<file path="src/rtl/btn_event_decoder.sv">
// Push-button front end: synchronizes and debounces a raw button, then
// classifies presses into one-cycle SHORT, LONG and DOUBLE event strobes.
module btn_event_decoder #(
    parameter int unsigned DEB_CYC  = 1_000_000,
    parameter int unsigned LONG_CYC = 50_000_000,
    parameter int unsigned GAP_CYC  = 25_000_000,
    parameter int unsigned CNT_W    = 26
) (
    input  logic CLK,
    input  logic RST,
    input  logic BTN,
    output logic PRESSED,
    output logic SHORT,
    output logic LONG,
    output logic DOUBLE
);

    localparam logic [CNT_W-1:0] DEB_LAST  = CNT_W'(DEB_CYC - 1);
    localparam logic [CNT_W-1:0] LONG_LAST = CNT_W'(LONG_CYC - 1);
    localparam logic [CNT_W-1:0] GAP_LAST  = CNT_W'(GAP_CYC - 1);

    typedef enum logic [1:0] {
        IDLE,
        DOWN1,
        UP1,
        HELD
    } state_t;

    logic             s1;
    logic             s2;
    logic [CNT_W-1:0] dcnt;
    logic             prev;
    logic             rise;
    logic             fall;
    state_t           state_q;
    state_t           state_n;
    logic [CNT_W-1:0] tmr;
    logic             short_n;
    logic             long_n;
    logic             double_n;

    always_ff @(posedge CLK) begin
        if (RST) begin
            s1 <= 1'b0;
            s2 <= 1'b0;
        end else begin
            s1 <= BTN;
            s2 <= s1;
        end
    end

    // PRESSED only follows s2 after it has disagreed for DEB_CYC straight cycles.
    always_ff @(posedge CLK) begin
        if (RST) begin
            dcnt    <= '0;
            PRESSED <= 1'b0;
        end else if (s2 == PRESSED) begin
            dcnt <= '0;
        end else if (dcnt == DEB_LAST) begin
            PRESSED <= s2;
            dcnt    <= '0;
        end else begin
            dcnt <= dcnt + 1'b1;
        end
    end

    always_ff @(posedge CLK) begin
        if (RST) begin
            prev <= 1'b0;
        end else begin
            prev <= PRESSED;
        end
    end

    assign rise = PRESSED & ~prev;
    assign fall = ~PRESSED & prev;

    always_ff @(posedge CLK) begin
        if (RST) begin
            state_q <= IDLE;
        end else begin
            state_q <= state_n;
        end
    end

    // Timeouts win in DOWN1, but a second press beats the gap timeout in UP1.
    always_comb begin
        state_n  = state_q;
        short_n  = 1'b0;
        long_n   = 1'b0;
        double_n = 1'b0;
        case (state_q)
            IDLE: begin
                if (rise) begin
                    state_n = DOWN1;
                end
            end
            DOWN1: begin
                if (tmr == LONG_LAST) begin
                    long_n  = 1'b1;
                    state_n = HELD;
                end else if (fall) begin
                    state_n = UP1;
                end
            end
            UP1: begin
                if (rise) begin
                    double_n = 1'b1;
                    state_n  = HELD;
                end else if (tmr == GAP_LAST) begin
                    short_n = 1'b1;
                    state_n = IDLE;
                end
            end
            HELD: begin
                if (fall) begin
                    state_n = IDLE;
                end
            end
            default: state_n = IDLE;
        endcase
    end

    always_ff @(posedge CLK) begin
        if (RST) begin
            tmr <= '0;
        end else if (state_n != state_q) begin
            tmr <= '0;
        end else if (tmr != '1) begin
            tmr <= tmr + 1'b1;
        end
    end

    always_ff @(posedge CLK) begin
        if (RST) begin
            SHORT  <= 1'b0;
            LONG   <= 1'b0;
            DOUBLE <= 1'b0;
        end else begin
            SHORT  <= short_n;
            LONG   <= long_n;
            DOUBLE <= double_n;
        end
    end

endmodule

</file>
<file path="config.mk">
export PLATFORM = sky130hd
export DESIGN_NAME = btn_event_decoder
export DESIGN_NICKNAME = d
export VERILOG_FILES = /design/src/rtl/btn_event_decoder.sv
export SDC_FILE = /design/constraint.sdc
export NUM_CORES = 1
export LEC_CHECK = 0
export ABC_AREA = 1
export ABC_CLOCK_PERIOD_IN_PS = 2100
export CAP_MARGIN = 20
export CORE_ASPECT_RATIO = 0.8
export CORE_MARGIN = 5
export CORE_UTILIZATION = 62
export CTS_BUF_LIST = sky130_fd_sc_hd__clkbuf_16
export DETAILED_ROUTE_END_ITERATION = 7
export GPL_TIMING_DRIVEN = 0
export PLACE_DENSITY = 0.79
export SLEW_MARGIN = 25
export SYNTH_ARGS = -nofsm -noshare
export SYNTH_HDL_FRONTEND = slang
export SYNTH_SLANG_ARGS = --single-unit
</file>
<file path="constraint.sdc">
create_clock -name CLK -period 2.1 [get_ports CLK]
set_input_delay 0.42 -clock CLK [delete_from_list [all_inputs] [get_ports CLK]]
set_output_delay 0.42 -clock CLK [all_outputs]
set_load 0.05 [all_outputs]
</file>
==> reports/summary.txt <==
Critical-path top delay cell - dfxtp_1
Switching share of power - 0.218
Hold_buf cts - 0
Final WL - 8670 µm
Gate power share - 0.031
Synth Instances - 519
Starting Density - 0.634
Clock power frac - 0.500
Req. time, crit path - 2.31 ns
Total grt overflow - 0
Register area share after synthesis - 0.329
# resized after CTS - 0
Routability cong. - 1.02
Area grow syn2layout - 11.3%
Tmin final - 1.94 ns
Avg Inst Size Synth - 7.15 µm²
Cell-internal power - 0.00196 W
Clk Tree Root Cell - clkbuf_16
Mapped Area - 3710 µm²
Fill cells - 509
R2R cell count - 11
Worst hold path type - register to register
Fin crit share - 0.924
Final Setup Violations - 0
Syn Nets - 524
Most frequent cells in the layout - nand2_1 (114), nor2_1 (74), dfxtp_1 (61)
Met2 Use GR - 0.364
Vias in the first global route - 3123
Clk Latency, worst-skew pair - 0.33 ns
Busiest grt layer - met2
Arrival time worst endpoint - 2.15 ns
Actual slew at the worst max-slew pin - 0.515 ns
Grt met1 use - 0.358
Met3 usage - 0.0795
Reg-to-Reg Start - tmr[0]
Leakage - 1.46 nW
Nets - 541
Core ar. - 5850 µm²
Total track usage - 0.252
DRC viols - 0
Drt first pass iters - 5
Largest fanout on the critical path - 10
Sequential cell area - 1220 µm²
Setup CP Type - register to register
Worst IR Drop VDD - 0.493 mV
Crit-path most repeated cell - nand2_2
Initial antenna violation count - 0
R2R Setup Slk - 0.16 ns
Startpoint types - register
RSZ-0062 raised after global routing - false
CP Capture Type - register
ANT nets after route - 0
Die area - 7640 µm²
Count of different cell masters after synthesis - 31
Final Max Tran Viols - 0
Min-delay src - s1
Die X - 96.5 µm
Sequential Power Share - 0.469
First-pass GRT wire length - 14700 µm
Pin count of the biggest net entering global routing - 11
Status - completed
Total number of vias - 3385
Switching power of the nets - 0.000545 W
Number of max-cap violations - 0
Worst setup margin - 0.160 ns
Setup tns final - 0 ns
Critical path's top delay family - simple AND/OR/NAND/NOR gates
Crit path buffers/inverters - 2
DIE HEIGHT - 79.2 µm
Max-Slew Margin vs Limit - 0.656
Total setup buffers inserted after CTS - 0
Estimated wirelength of the detail-placed design - 6530 µm
DR iter-0 viols - 413
Antenna Diode Count - 0
Clk_skew - 0.00405 ns
Clock buffer depth - 2
# rows - 25
CTS Sinks - 61
Critical R2R Capture - tmr[6]
Register bit total from synthesis - 61
Synth warnings - 0
Fraction of layout cells with a size suffix above 1 - 0.215
IO Pins - 7
Vias/cell - 5.46
# port buffers - 6
Hold Path Stages - 2
PD cells - 607 nW/µm²
CTS clk-pin slew, worst paths - 0.05 ns
Fmax - 0.515 GHz
TritonCTS Buffers - 9
H-tree depth - 3
Setup Slack @ Placement - 0.164 ns
Fin. Hold Viols - 0
Max incr delay on CP - 0.43 ns
Area of the multi-input gates - 2140 µm²
CTS tree - built
WL/cell - 14.0 µm
WHS Endpoint - s2
Most common cell after layout, fill and taps aside - nand2_1
Crit path cell chain - ha_1 -> nand2_2 -> inv_2 -> nand2_2 -> nor2_2 -> nand3_1 -> nand2_2 -> a21oi_4 -> nand2_8 -> buf_12 -> nor2_4
==> routing by layer <==
layer / vias up / routed length, µm
li1: 1659 / -
met1: 1560 / 4020
met2: 151 / 3620
met3: 15 / 903
met4: 0 / 136
met5: - / 0
==> through the flow <==
step	hold WS, ns	total power [W]	instance area, µm²	cells	utilization
final	0.422	0.00251	4130	620	0.706
after global placement	0.400	0.00127	3870	606	0.662
after detailed placement	0.423	0.00128	3870	606	0.662
after floorplan	0.388	0.00126	3710	519	-
after CTS	0.434	0.00252	4120	620	0.704
after global routing	0.444	0.00260	4130	620	0.706
==> flip-flops by register name, summed over array words and instances (netlist names) <==
name / cells
DOUBLE: 1
LONG: 1
PRESSED: 1
SHORT: 1
dcnt: 26
prev: 1
s1: 1
s2: 1
state_q: 2
tmr: 26
==> area by class of cell <==
cell class,count,share of cell area
buffer,6,0.0248
timing repair buffer,6,0.0152
sequential,61,0.296
multi-input combinational,385,0.518
clock buffer,9,0.0545
inverter,67,0.0621
tap,81,0.0245
clock inverter,5,0.00515
==> cell families (layout without fill, tap and decap cells) <==
group                    Yosys count  in the layout  share of synthesized area
AND/OR/NAND/NOR                  335            335                      0.474
buffers and inverters             73             93                     0.0968
adder cells (fa/ha/maj)            2              2                    0.00675
XOR/XNOR                          21             21                     0.0496
flip-flops                        61             61                      0.329
AO/OA/AOI/OAI                     27             27                     0.0432
==> synthesized netlist by cell type (all sizes together) <==
cell type / number / area share
nor2: 133 / 0.20
nand2: 126 / 0.14
inv: 65 / 0.067
dfxtp: 61 / 0.33
nor3: 26 / 0.051
nand3: 23 / 0.034
a21oi: 21 / 0.034
nand4: 17 / 0.029
xor2: 13 / 0.031
xnor2: 8 / 0.019
nand3b: 7 / 0.014
buf: 6 / 0.028
o21ai: 5 / 0.0067
clkinv: 2 / 0.0020
ha: 2 / 0.0067
or2: 2 / 0.0034
nor2b: 1 / 0.0017
o31ai: 1 / 0.0020
==> worst min-delay path, cell delays in order, from the launching register on <==
cell and delay [ns]:
dfxtp_1 0.29, inv_1 0.05, nor2_1 0.04
==> power groups by stage <==
stage | clock (W) | combinational [W] | sequential (W)
after floorplan | 0 | 0.0000619 | 0.00120
after global routing | 0.00134 | 0.0000870 | 0.00117
after global placement | 0 | 0.0000770 | 0.00120
after CTS | 0.00127 | 0.0000790 | 0.00117
after detailed placement | 0 | 0.0000785 | 0.00120
final | 0.00125 | 0.0000789 | 0.00117
==> how the worst max path moves through the flow <==
| stage | start | endpoint | slack, ns | cells after the start |
|---|---|---|---|---|
| 4_1_cts | PRESSED | PRESSED | 0.01 | 1 |
| 2_1_floorplan | PRESSED | tmr[2] | 0.41 | 9 |
| 3_3_place_gp | dcnt[0] | dcnt[13] | 0.20 | 9 |
| 5_1_grt | tmr[0] | tmr[6] | 0.003 | 11 |
| 3_5_place_dp | dcnt[0] | dcnt[5] | 0.16 | 9 |
| 6_report | tmr[0] | tmr[6] | 0.16 | 11 |
Note: power is estimated with default switching activity, not from simulation.
